**src/rtl/load_store_unit.sv**
```systemverilog
// Memory-stage load/store unit: runs one access at a time over a req/gnt/rvalid word bus.
// It formats byte enables and store data, and sign/zero-extends load data.
module load_store_unit #(
    parameter int N = 32
) (
    input  logic         clk,
    input  logic         reset,
    input  logic         req_valid,
    output logic         req_ready,
    output logic         stall,
    input  logic         mem_write,
    input  logic [2:0]   funct3,
    input  logic [N-1:0] addr,
    input  logic [N-1:0] wdata,
    output logic         rsp_valid,
    output logic [N-1:0] rdata,
    output logic         fault,
    output logic         bus_req,
    output logic         bus_we,
    output logic [N-1:0] bus_addr,
    output logic [N-1:0] bus_wdata,
    output logic [3:0]   bus_be,
    input  logic         bus_gnt,
    input  logic         bus_rvalid,
    input  logic [N-1:0] bus_rdata
);

    typedef enum logic [1:0] {
        IDLE = 2'd0,
        REQ  = 2'd1,
        WAIT = 2'd2,
        RESP = 2'd3
    } state_t;

    localparam logic [2:0] F3_B  = 3'b000;
    localparam logic [2:0] F3_H  = 3'b001;
    localparam logic [2:0] F3_W  = 3'b010;
    localparam logic [2:0] F3_BU = 3'b100;
    localparam logic [2:0] F3_HU = 3'b101;

    state_t         state_q, state_d;
    logic           we_q, we_d;
    logic [2:0]     funct3_q, funct3_d;
    logic [1:0]     off_q, off_d;
    logic [3:0]     be_q, be_d;
    logic [N-1:0]   bus_addr_q, bus_addr_d;
    logic [N-1:0]   bus_wdata_q, bus_wdata_d;
    logic [N-1:0]   rdata_q, rdata_d;
    logic           fault_q, fault_d;

    logic           accept;
    logic           acc_fault;
    logic [3:0]     st_be;
    logic [N-1:0]   st_wdata;
    logic [N-1:0]   ld_shifted;
    logic [N-1:0]   ld_data;

    assign accept = req_valid && (state_q == IDLE);

    // Fault decode works on the live inputs; it only matters on the accept edge.
    always_comb begin
        acc_fault = 1'b0;
        case (funct3)
            F3_B, F3_BU: acc_fault = 1'b0;
            F3_H, F3_HU: acc_fault = addr[0];
            F3_W:        acc_fault = (addr[1:0] != 2'b00);
            default:     acc_fault = 1'b1;
        endcase
        if (mem_write && funct3[2]) begin
            acc_fault = 1'b1;
        end
    end

    always_comb begin
        st_be    = 4'b1111;
        st_wdata = wdata;
        case (funct3[1:0])
            2'b00: begin
                st_be    = 4'b0001 << addr[1:0];
                st_wdata = {4{wdata[7:0]}};
            end
            2'b01: begin
                st_be    = 4'b0011 << addr[1:0];
                st_wdata = {2{wdata[15:0]}};
            end
            default: begin
                st_be    = 4'b1111;
                st_wdata = wdata;
            end
        endcase
    end

    always_comb begin
        ld_shifted = bus_rdata >> {off_q, 3'b000};
        case (funct3_q)
            F3_B:    ld_data = {{(N-8){ld_shifted[7]}}, ld_shifted[7:0]};
            F3_BU:   ld_data = {{(N-8){1'b0}}, ld_shifted[7:0]};
            F3_H:    ld_data = {{(N-16){ld_shifted[15]}}, ld_shifted[15:0]};
            F3_HU:   ld_data = {{(N-16){1'b0}}, ld_shifted[15:0]};
            default: ld_data = ld_shifted;
        endcase
    end

    always_comb begin
        // NOTE: every *_d gets its hold value first, so no path through the case infers a latch.
        state_d     = state_q;
        we_d        = we_q;
        funct3_d    = funct3_q;
        off_d       = off_q;
        be_d        = be_q;
        bus_addr_d  = bus_addr_q;
        bus_wdata_d = bus_wdata_q;
        rdata_d     = rdata_q;
        fault_d     = fault_q;

        case (state_q)
            IDLE: begin
                if (accept) begin
                    we_d     = mem_write;
                    funct3_d = funct3;
                    off_d    = addr[1:0];
                    if (acc_fault) begin
                        fault_d = 1'b1;
                        rdata_d = '0;
                        state_d = RESP;
                    end else begin
                        bus_addr_d = {addr[N-1:2], 2'b00};
                        be_d       = mem_write ? st_be : 4'b0000;
                        if (mem_write) begin
                            bus_wdata_d = st_wdata;
                        end
                        state_d = REQ;
                    end
                end
            end
            REQ: begin
                if (bus_gnt) begin
                    if (we_q) begin
                        fault_d = 1'b0;
                        rdata_d = '0;
                        state_d = RESP;
                    end else begin
                        state_d = WAIT;
                    end
                end
            end
            WAIT: begin
                if (bus_rvalid) begin
                    fault_d = 1'b0;
                    rdata_d = ld_data;
                    state_d = RESP;
                end
            end
            RESP: begin
                state_d = IDLE;
            end
            default: begin
                state_d = IDLE;
            end
        endcase
    end

    // NOTE: state registers use non-blocking assignments; the combinational block above uses blocking.
    always_ff @(posedge clk) begin
        if (reset) begin
            state_q     <= IDLE;
            we_q        <= 1'b0;
            funct3_q    <= 3'b000;
            off_q       <= 2'b00;
            be_q        <= 4'b0000;
            bus_addr_q  <= '0;
            bus_wdata_q <= '0;
            rdata_q     <= '0;
            fault_q     <= 1'b0;
        end else begin
            state_q     <= state_d;
            we_q        <= we_d;
            funct3_q    <= funct3_d;
            off_q       <= off_d;
            be_q        <= be_d;
            bus_addr_q  <= bus_addr_d;
            bus_wdata_q <= bus_wdata_d;
            rdata_q     <= rdata_d;
            fault_q     <= fault_d;
        end
    end

    assign req_ready = (state_q == IDLE);
    assign stall     = req_valid && !req_ready;
    assign rsp_valid = (state_q == RESP);
    assign rdata     = rdata_q;
    assign fault     = fault_q;
    assign bus_req   = (state_q == REQ);
    assign bus_we    = (state_q == REQ) && we_q;
    assign bus_be    = (state_q == REQ) ? be_q : 4'b0000;
    assign bus_addr  = bus_addr_q;
    assign bus_wdata = bus_wdata_q;

endmodule
```
**config.mk**
```make
export PLATFORM = sky130hd
export DESIGN_NAME = load_store_unit
export DESIGN_NICKNAME = d
export VERILOG_FILES = /design/src/rtl/load_store_unit.sv
export SDC_FILE = /design/constraint.sdc
export NUM_CORES = 1
export LEC_CHECK = 0
export CAP_MARGIN = 20
export CORE_ASPECT_RATIO = 2
export CORE_MARGIN = 4
export CORE_UTILIZATION = 47
export CTS_BUF_LIST = sky130_fd_sc_hd__clkbuf_16
export DETAILED_ROUTE_END_ITERATION = 16
export GPL_TIMING_DRIVEN = 0
export PLACE_DENSITY = 0.94
export SYNTH_ARGS = -nofsm -noshare
export SYNTH_HDL_FRONTEND = slang
export SYNTH_SLANG_ARGS = --single-unit
```
**constraint.sdc**
```tcl
create_clock -name clk -period 5 [get_ports clk]
set_input_delay 1.25 -clock clk [delete_from_list [all_inputs] [get_ports clk]]
set_output_delay 1.25 -clock clk [all_outputs]
set_load 0.03 [all_outputs]
```
==> results.json <==
{
  "die_w_um": 82.3,
  "status": "finished clean",
  "final_common_cell": "clkdlybuf4s50_1",
  "grt_pass1_vias": 5419,
  "seqCellArea_sq_mm": 0.00214,
  "fin_crit_ns": 3.93,
  "dieArea_sq_mm": 0.0129,
  "pre_cts_ws_ns": 1.07,
  "post_cts_resized": 0,
  "reg2reg_to": "state_q[0]",
  "antenna_found_initial": 0,
  "ioPinCount": 211,
  "reg2reg_depth": 8,
  "layout_common_cells": "208 x clkdlybuf4s50_1, 107 x dfxtp_1, 90 x nand2_1",
  "hold_viol_final": 0,
  "arrival_ns": 2.68,
  "fmax_mhz": 254,
  "globalRouteOverflowTotal": 0,
  "syn_area_sq_mm": 0.00519,
  "min_path_cells": 2,
  "max_slew.worst_pin.slew_ns": 0.717,
  "track_usage_pct": 26.4,
  "cts_max_path_buffers": 2,
  "crit_required_ns": 3.75,
  "syn_to_final_growth_pct": 48.7,
  "final_nets": 916,
  "dp_cells": 935,
  "drt_iter0_markers": 225,
  "io_buffer_count": 208,
  "htree_levels": 3,
  "hp-start": "be_q[0]",
  "wire_per_inst_um": 18.0,
  "whs_endpoint": "be_q[0]",
  "via_count": 5293,
  "p_per_area_mw_per_mm2": 367,
  "ir_drop_uv": 263,
  "gp_congestion": 0.946,
  "rsz0062_at_grt": "false",
  "cap_violations": 0,
  "endpoint_kind": "output pin",
  "hp-class": "reg -> reg",
  "cts_hold_buf": 0,
  "slew_viol_final": 0,
  "ys_ff_latch": 107,
  "worstSetupPathType": "in -> out",
  "grt_max_degree": 18,
  "drt-total-wl_um": 17100,
  "first_pass_iters": 5,
  "cts_tree": "built",
  "synth.distinct_cells": 49,
  "relSlewSlack_pct": 52.0,
  "postCtsSetupBuffers": 0,
  "critPathSlowestCell": "clkdlybuf4s50_1",
  "ys_seq_area_share_pct": 41.3,
  "clock-sinks": 107,
  "worst_setup_path_start_kind": "input port",
  "ys.flop_type": "dfxtp_1",
  "ys.warnings.count": 0,
  "reg2reg_slack_ns": 2.68,
  "avgSynthCellArea_sq_um": 8.86,
  "p_total_mw": 2.83,
  "r2r-start": "state_q[1]",
  "path_clk_slew_ns": 0.07,
  "finalSetupTns_ns": 0,
  "diodes": 0,
  "num_rows": 54,
  "ant_nets": 0,
  "start_util_pct": 47.7,
  "power.leakage_nw": 2.96,
  "route.detailed.drc": 0,
  "critical_path.max_fanout": 6,
  "synthArstFlopShare_pct": 0,
  "netlist.area_leader.share_pct": 41.3,
  "insertion_delay_ns": 0.34,
  "yosys.area.top_type": "dfxtp_1",
  "post-route-cell-area_sq_mm": 0.00772,
  "placed_area_sq_mm": 0.00745,
  "fill_cells": 792,
  "critPathMaxStageDelay_ns": 0.68,
  "cp_common_cell": "clkdlybuf4s50_1",
  "setup_violations": 0,
  "finalNonFillerCells": 950,
  "dpl.hpwl_um": 13500,
  "root_buffer": "clkbuf_16",
  "synth_area_leaders": "dfxtp_1 41%, mux2i_1 15%, nand2_1 6.5%",
  "drive_gt1_share_pct": 6.54,
  "core-area_sq_mm": 0.0109,
  "cp_cell_sequence": "clkdlybuf4s50_1 -> nor2b_1 -> clkdlybuf4s50_1",
  "fp.dieH_um": 157,
  "drt-vias-per-instance": 5.57,
  "multi_input_area_sq_mm": 0.00277,
  "fin_ws_ns": 1.07,
  "synth_edf_count": 0,
  "clock_skew_ns": 0.00988,
  "grt_pass1_wl_um": 26300,
  "fin_crit_sh_pct": 78.7,
  "cts_buffers": 9,
  "synth_cells": 586
}
## synthesized netlist by cell type (all sizes together), types with 8 or more instances
cell    number
nand2       90
a311oi       8
o31ai        8
o21ai       24
clkbuf      23
mux4         8
buf         28
or4          8
a211oi      16
a21oi       37
a31oi       10
dfxtp      107
a32oi        8
mux2i       79
inv          9
nor2        70
## state kept, by name, summed over array words and instances (netlist names)
signal / flops
bus_wdata: 32
rdata: 32
bus_addr: 30
be_q: 4
funct3_q: 3
off_q: 2
state_q: 2
fault: 1
we_q: 1
## through the flow
step | hold WS [ns] | utilization (%)
4_1_cts | 0.455 | 71.0
3_3_place_gp | 0.434 | 68.5
2_1_floorplan | 0.427 | -
3_5_place_dp | 0.446 | 68.5
6_report | 0.453 | 71.0
5_1_grt | 0.482 | 71.0
## cell type report
cell class,count,area share (%)
well taps,140,2.27
clock inverters,6,0.535
plain buffers,51,3.21
flip-flops and latches,107,27.7
inverters,9,0.438
clock buffers,9,2.92
repair buffers,208,27.0
multi-input cells,420,35.9
## cell families after synthesis
| logic type | after synthesis | share of synthesized area, % |
|---|---|---|
| multiplexers | 87 | 18.7 |
| buffers and inverters | 60 | 5.42 |
| flip-flops | 107 | 41.3 |
| adder cells (fa/ha/maj) | 5 | 1.20 |
| AND/OR/NAND/NOR | 190 | 15.7 |
| AO/OA/AOI/OAI | 136 | 17.7 |
| other | 1 | 0.0722 |
## worst max path at each step
stage          startpoint    end  slack (ns)  depth (start not counted)
2_1_floorplan   req_valid  stall        2.04                          1
3_3_place_gp    req_valid  stall        1.07                          3
3_5_place_dp    req_valid  stall        1.07                          3
4_1_cts         req_valid  stall        1.06                          3
5_1_grt         req_valid  stall        1.04                          3
6_report        req_valid  stall        1.07                          3
## critical path: cells and delay by family
family / cells / cell delay [ns]
AND/OR/NAND/NOR: 1 / 0.16
buffers and inverters: 2 / 1.27
## report_power, final
part           total (mW)  switching [mW]  internal [mW]  leakage (nW)
Sequential          0.993          0.0553          0.938         0.866
Clock               0.651           0.314          0.336         0.130
Combinational        1.19           0.697          0.489          1.97
Total                2.83            1.07           1.76          2.96
## layer usage
metal  routed length, um  part of all wire (%)  up-vias  GRT usage, %
li1                    -                     -     2535             -
met1                5760                    34     2460          26.1
met2                9190                    54      238          47.9
met3                1150                   6.7       60          6.22
met4                 979                   5.7        0          15.5
met5                   0                     0        -             0
Power figures use the tool's default switching activity.
